### src/rtl/frame_bank_sched.sv
// Triple-buffer frame scheduler: rotates writer/reader SDRAM banks and issues
// one-cycle address reload strobes to the frame writer and frame reader.
module frame_bank_sched #(
  parameter int          FRAME_WORDS = 307200,
  parameter logic [21:0] BANK_STRIDE = 22'h080000,
  parameter logic [21:0] BASE_ADDR   = 22'h000000
) (
  input  logic        clk,
  input  logic        rst_n,
  input  logic        sdram_init_done,
  input  logic        frame_write_done,
  input  logic        frame_read_done,
  output logic [21:0] wr_addr,
  output logic [21:0] wr_max_addr,
  output logic        wr_load,
  output logic [21:0] rd_addr,
  output logic [21:0] rd_max_addr,
  output logic        rd_load,
  output logic        data_valid,
  output logic [1:0]  wr_idx,
  output logic [1:0]  rd_idx,
  output logic [7:0]  drop_cnt,
  output logic [7:0]  repeat_cnt
);
  typedef enum logic [1:0] {WAIT_INIT, LOAD, STROBE, RUN} state_t;

  localparam logic [21:0] FRAME_LEN = 22'(FRAME_WORDS);

  state_t     state, state_next;
  logic [1:0] lat_idx, nxt_wr, nxt_rd, nxt_lat;
  logic       lat_fresh, nxt_fresh, have_frame, nxt_have;
  logic [7:0] nxt_drop, nxt_rep;
  logic       ev_wr_q, ev_rd_q, proc_ev, ev_w, ev_r;
  logic       rd_reload, wr_chg, wr_pend, rd_pend;

  function automatic logic [21:0] bank_base(input logic [1:0] idx);
    return BASE_ADDR + 22'(idx) * BANK_STRIDE;
  endfunction

  // Events are only consumed in RUN; latched pulses merge with live ones there.
  assign proc_ev = (state == RUN) && sdram_init_done;
  assign ev_w    = proc_ev && (ev_wr_q || frame_write_done);
  assign ev_r    = proc_ev && (ev_rd_q || frame_read_done);

  always_comb begin
    nxt_wr    = wr_idx;
    nxt_rd    = rd_idx;
    nxt_lat   = lat_idx;
    nxt_fresh = lat_fresh;
    nxt_have  = have_frame;
    nxt_drop  = drop_cnt;
    nxt_rep   = repeat_cnt;
    rd_reload = 1'b0;
    if (ev_w) begin
      if (!have_frame) begin
        nxt_have  = 1'b1;
        nxt_lat   = wr_idx;
        nxt_rd    = wr_idx;
        nxt_fresh = 1'b0;
        rd_reload = 1'b1;
      end else begin
        if (lat_fresh && drop_cnt != 8'hFF) nxt_drop = drop_cnt + 8'd1;
        nxt_lat   = wr_idx;
        nxt_fresh = 1'b1;
      end
    end
    // Reads before the first completed frame have nothing to display.
    if (ev_r && have_frame) begin
      rd_reload = 1'b1;
      if (nxt_fresh && nxt_lat != nxt_rd) begin
        nxt_rd    = nxt_lat;
        nxt_fresh = 1'b0;
      end else if (repeat_cnt != 8'hFF) begin
        nxt_rep = repeat_cnt + 8'd1;
      end
    end
    if (ev_w || (ev_r && have_frame)) begin
      if (nxt_lat != 2'd0 && nxt_rd != 2'd0)      nxt_wr = 2'd0;
      else if (nxt_lat != 2'd1 && nxt_rd != 2'd1) nxt_wr = 2'd1;
      else                                         nxt_wr = 2'd2;
    end
  end

  assign wr_chg = (nxt_wr != wr_idx);

  always_comb begin
    state_next = state;
    case (state)
      WAIT_INIT: if (sdram_init_done) state_next = LOAD;
      LOAD:      state_next = STROBE;
      STROBE:    state_next = RUN;
      RUN:       if (wr_chg || rd_reload) state_next = LOAD;
      default:   state_next = WAIT_INIT;
    endcase
    if (!sdram_init_done) state_next = WAIT_INIT;
  end

  assign wr_load = (state == STROBE) && wr_pend;
  assign rd_load = (state == STROBE) && rd_pend;

  always_ff @(posedge clk or negedge rst_n) begin
    if (!rst_n) begin
      state       <= WAIT_INIT;
      wr_idx      <= 2'd0;
      rd_idx      <= 2'd1;
      lat_idx     <= 2'd1;
      lat_fresh   <= 1'b0;
      have_frame  <= 1'b0;
      drop_cnt    <= 8'd0;
      repeat_cnt  <= 8'd0;
      ev_wr_q     <= 1'b0;
      ev_rd_q     <= 1'b0;
      wr_pend     <= 1'b0;
      rd_pend     <= 1'b0;
      data_valid  <= 1'b0;
      wr_addr     <= BASE_ADDR;
      wr_max_addr <= BASE_ADDR + FRAME_LEN;
      rd_addr     <= BASE_ADDR + BANK_STRIDE;
      rd_max_addr <= BASE_ADDR + BANK_STRIDE + FRAME_LEN;
    end else begin
      state      <= state_next;
      wr_idx     <= nxt_wr;
      rd_idx     <= nxt_rd;
      lat_idx    <= nxt_lat;
      lat_fresh  <= nxt_fresh;
      have_frame <= nxt_have;
      drop_cnt   <= nxt_drop;
      repeat_cnt <= nxt_rep;
      if (proc_ev) begin
        ev_wr_q <= 1'b0;
        ev_rd_q <= 1'b0;
      end else begin
        ev_wr_q <= ev_wr_q || frame_write_done;
        ev_rd_q <= ev_rd_q || frame_read_done;
      end
      // A fresh start after init always reloads both engines.
      if (state == WAIT_INIT) begin
        wr_pend <= 1'b1;
        rd_pend <= 1'b1;
      end else if (proc_ev) begin
        wr_pend <= wr_chg;
        rd_pend <= rd_reload;
      end
      // Addresses settle while in LOAD so they are stable under the strobe.
      if (state_next == LOAD) begin
        wr_addr     <= bank_base(nxt_wr);
        wr_max_addr <= bank_base(nxt_wr) + FRAME_LEN;
        rd_addr     <= bank_base(nxt_rd);
        rd_max_addr <= bank_base(nxt_rd) + FRAME_LEN;
      end
      if (!sdram_init_done)            data_valid <= 1'b0;
      else if (rd_load && have_frame)  data_valid <= 1'b1;
    end
  end
endmodule
### config.mk
export PLATFORM = sky130hd
export DESIGN_NAME = frame_bank_sched
export DESIGN_NICKNAME = d
export VERILOG_FILES = /design/src/rtl/frame_bank_sched.sv
export SDC_FILE = /design/constraint.sdc
export NUM_CORES = 1
export LEC_CHECK = 0
export ABC_AREA = 1
export CELL_PAD_IN_SITES_DETAIL_PLACEMENT = 1
export CELL_PAD_IN_SITES_GLOBAL_PLACEMENT = 1
export CORE_MARGIN = 1
export CORE_UTILIZATION = 31
export CTS_CLUSTER_DIAMETER = 40
export DETAILED_ROUTE_END_ITERATION = 6
export MAX_ROUTING_LAYER = met4
export PLACE_DENSITY_LB_ADDON = 0.1
export SYNTH_ARGS = -nofsm -noshare
export SYNTH_HDL_FRONTEND = slang
export SYNTH_SLANG_ARGS = --single-unit
### constraint.sdc
create_clock -name clk -period 2.92 [get_ports clk]
set_input_delay 0.584 -clock clk [delete_from_list [all_inputs] [get_ports clk]]
set_output_delay 0.584 -clock clk [all_outputs]
set_load 0.05 [all_outputs]
Word level (Yosys, flattened, before mapping). Index checks and enable logic that the tools add are counted. W data, S select, Z words.

ROM bits: 0. Flip-flop bits (word level): 79. Memories: 0. Latch bits: 0. Output and inout port bits: 111. Bits in writable memories: 0.

Multipliers: 0. Shift operators: 0. Equal/unequal tests: 11. Reduce and logical (&&, ||, !) cells: 21. Div/mod/pow operators: 0. Bitwise logic cells: 1. Muxes and demuxes: 26. Magnitude comparators: 0. $add $sub $neg: 4.

Operators with widths (number): $add A21 B19 Y22 const B (2); $mux W2 (10); $add A8 B1 Y8 const B (2); $ne A8 B8 Y1 const B (2); $mux W1 (15); $logic_and A1 B1 Y1 (11); $pmux W2 S4 (1); $ne A2 B1 Y1 const B (3); $reduce_and A3 Y1 (2); $reduce_bool A2 Y1 (3); $eq A2 B1 Y1 const B (2); $eq A2 B2 Y1 const B (2); $logic_or A1 B1 Y1 (4); $ne A2 B2 Y1 (2); $logic_not A2 Y1 (1); $not A1 Y1 (1).

Logic depth before layout (Yosys ltp).
Depth in word-level cells: 19. Gate-level depth with buffers: 15. Depth with buffers taken out: 15.

Worst setup path after synthesis. OpenSTA, ideal clock, no wires.

Path kind: register to output. Start point: register state[1]. End point: output port rd_load. Stages on the path, launching flop included: 3. Path slack: 0.626 ns. Buffers on the path: 0. Data required time: 2.336 ns. Arrival: 1.710 ns. Cells stage by stage: dfrtp_1 -> inv_1 -> nor3b_1.

Longest elaborated chain between the ends: 2.

Ends and longest elaborated chain: start: declaration (line 29) `state_t state, state_next;`; start signal: assignment (line 121) `state <= state_next;`; $eq A2 B2 Y1 (line 99) `assign rd_load = (state == STROBE) && rd_pend;`; $logic_and A1 B1 Y1 (line 99); end: declaration (line 18) `output logic rd_load,`.

Every way passes these cells.

Final worst setup path. Same ends and word-level chain as after synthesis.

==> summary.md <==
| Metric | Value |
|---|---|
| Status | `finished, final reports clean` |
| Final Power | `2.49 mW` |
| Peak VDD IR | `0.365 mV` |
| Count of cell types in the netlist | `31` |
| Dpl ws | `0.141 ns` |
| First-pass GRT wire length | `8100 µm` |
| TNS Setup | `0 ns` |
| Unrepaired setup endpoints after global routing | `no` |
| Setup bufs post-CTS | `0` |
| Input/output buffers | `35` |
| Core Rows | `31` |
| TritonCTS clock tree | `built` |
| Worst-path clk slew | `0.08 ns` |
| Layout Cells excl Fill | `428` |
| Clock network power share | `0.179` |
| Clock Sinks | `35` |
| Number of CTS-inserted buffers | `5` |
| Largest stage delay, worst path | `0.85 ns` |
| Vias | `1678` |
| Synth Register Bits | `35` |
| WP buf/inv | `2` |
| Seq pwr share | `0.293` |
| Worst path slowest cell | `clkdlybuf4s50_1` |
| Area added between synthesis and finish | `11.3%` |
| Gr ovfl total | `0` |
| Ant. Diodes | `0` |
| RePlAce Congestion | `0.745` |
| Antenna violations before repair | `0` |
| Tmin final | `2.54 ns` |
| Worst Hold Class | `flop to flop` |
| Antenna Nets Post-Route | `0` |
| Cell Area, Synth | `2400 µm²` |
| Psw | `about 1.3 mW` |
| Vias in the first global route | `1626` |
| Endpoint type of the worst setup path | `primary output` |
| Post-route DRC | `0` |
| Clk_lat worst skew | `0.29 ns` |
| Hold_buf cts | `0` |
| Drt pass-1 iters | `2` |
| Req. time, crit path | `2.34 ns` |
| CP Launch Type | `flop` |
| Cells after synthesis | `289` |
| Cell internal pwr | `1.22 mW` |
| Max Cap Violations | `0` |
| Worst path arrival time | `roughly 2.0 ns` |
| Commonest non-fill, non-tap cells in the layout | `conb_1 (80), nand2_1 (58), clkdlybuf4s50_1 (35), dfrtp_1 (32), inv_1 (25)` |
| Placed insts | `420` |
| Pleak | `approximately 1.3 nW` |
| Setup Viol. Count Final | `0` |
| GRT Total Usage | `0.129` |
| Syn avg cell area | `8.30 µm²` |
| Syn. warnings | `0` |
| Critical path's top delay family | `buffers and inverters` |
| Share of post-route cells with drive strength above 1 | `0.0942` |
| Sw Share | `0.510` |
| Crit. Startpoint | `state[1]` |
| CP Class | `flop to primary output` |
| Pwr/cell area | `931 nW/µm²` |
| Total wire length | `approximately 4800 µm` |
| Post-CTS sizing | `0` |
| Clock Path Buffers | `2` |
| Die H | `90.0 µm` |
| Slew Limit Fails | `0` |
| Worst reg2reg startpoint | `ev_wr_q` |
| Starting Density | `0.326` |
| CTS H-tree lvls | `2` |
| Pin count of the biggest net entering global routing | `36` |
| Most common cell after layout, fill and taps aside | `conb_1` |
| Final HPWL DP | `between 3000 and 4000 µm` |
| Logic pwr share | `0.527` |
| Nets | `335` |
| Util after Layout | `0.362` |
| Core region area | `7370 µm²` |
| Root Buffer | `clkbuf_8` |
| Per-cell routed wire length | `11.1 µm` |
| DRT iter0 DRCs | `~40` |
| Max-Slew Margin vs Limit | `0.557` |
| CP Cell Sequence | `inv_1 -> nor3b_1 -> clkdlybuf4s50_1` |
| Drt via density | `3.92` |
| Worst hold path startpoint | `ev_rd_q` |
| Least-Margin Pin Slew | `0.662 ns` |
| Fmax | `0.394 GHz` |
| Final period utilization | `0.868` |
| Clock Skews | `0.00882 ns` |
| Setup ws final | `around 0.38 ns` |
| Die width | `90.0 µm` |
| Register area share after synthesis | `0.367` |
| Crit path max fanout | `5` |
| Final hold violation count | `0` |
| I/O pins | `116` |
| Die Footprint | `8100 µm²` |
==> worst min-delay path: cells and delay by family (launching register included) <==
family | cells | cell delay, ns
flip-flops | 1 | 0.34
AO/OA/AOI/OAI | 1 | 0.08
buffers and inverters | 1 | 0.05
==> Yosys cell counts, drive strengths merged <==
| library cell | count | share of area |
|---|---|---|
| mux2 | 1 | 0.0047 |
| nand4 | 6 | 0.016 |
| o21ai | 7 | 0.016 |
| xor2 | 8 | 0.029 |
| inv | 26 | 0.041 |
| nand2 | 64 | 0.11 |
| nor2 | 16 | 0.028 |
| xnor2 | 7 | 0.026 |
| a21oi | 7 | 0.019 |
| buf | 84 | 0.26 |
| o211ai | 1 | 0.0031 |
| dfrtp | 32 | 0.33 |
| ha | 2 | 0.010 |
| a22oi | 1 | 0.0031 |
| o21bai | 1 | 0.0031 |
| dfstp | 3 | 0.033 |
| nand3 | 13 | 0.036 |
| a21boi | 1 | 0.0031 |
| conb | 2 | 0.0031 |
| nor3 | 4 | 0.013 |
| nor3b | 2 | 0.0063 |
| nand3b | 1 | 0.0031 |
==> power by group through the flow <==
stage	combinational [mW]	clock [mW]	sequential, mW
5_1_grt	1.41	0.483	0.758
2_1_floorplan	0.791	0	1.03
3_3_place_gp	1.31	0	0.742
3_5_place_dp	1.32	0	0.746
4_1_cts	1.32	0.462	0.737
6_report	1.31	0.446	0.730
==> worst paths after layout <==
| kind | to | slack (ns) | depth (start not counted) |
|---|---|---|---|
| max | rd_load | 0.38 | 3 |
| min | ev_rd_q | 0.50 | 2 |
| max reg2reg | repeat_cnt[2] | 0.85 | 11 |
| min reg2reg | ev_rd_q | 0.50 | 2 |
| max in group asynchronous | lat_idx[0] | 1.83 | 2 |
| min in group asynchronous | ev_wr_q | 0.71 | 2 |
==> stage by stage <==
step / hold WS (ns) / instance area [µm²]
floorplan: 0.288 / 2690
global placement: 0.487 / 2560
detailed placement: 0.490 / 2560
CTS: 0.508 / 2670
global route: 0.538 / 2670
finish: 0.504 / 2670
==> cell families (layout without fill, tap and decap cells) <==
kind of cell / Yosys count / count (layout) / share of synthesized area
xor+xnor: 15 / 15 / 0.0547
buf+inv: 110 / 72 / 0.303
fa+ha+maj: 2 / 2 / 0.0104
mux: 1 / 1 / 0.00469
compound gates: 18 / 18 / 0.0480
simple gates: 106 / 106 / 0.209
other cells: 2 / 80 / 0.00313
flops: 35 / 35 / 0.367
==> flip-flops by register name, indices dropped and copies added (netlist names) <==
name	flops
drop_cnt	8
repeat_cnt	8
lat_idx	2
rd_idx	2
rd_max_addr	2
state	2
wr_idx	2
wr_max_addr	2
data_valid	1
ev_rd_q	1
ev_wr_q	1
have_frame	1
lat_fresh	1
rd_pend	1
wr_pend	1
==> metal layers <==
layer  up-vias  routed length [µm]  share of wire  track usage
met2        63                2300           0.48        0.213
met4         0                  78          0.016       0.0417
met1       796                2090           0.44        0.153
met3         7                 284          0.060       0.0338
li1        812                   -              -            -
met5         -                   0              0            -
==> final cells by class <==
type                            instances  area (µm²)
Clock buffer                            5        68.8
Clock inverter                          3        43.8
Fill cell                             898        4700
Inverter                               26        97.6
Multi-Input combinational cell        222        1080
Sequential cell                        35         880
Tap cell                               99         124
Timing Repair Buffer                   38         373
(Power assumes the default switching activity.)
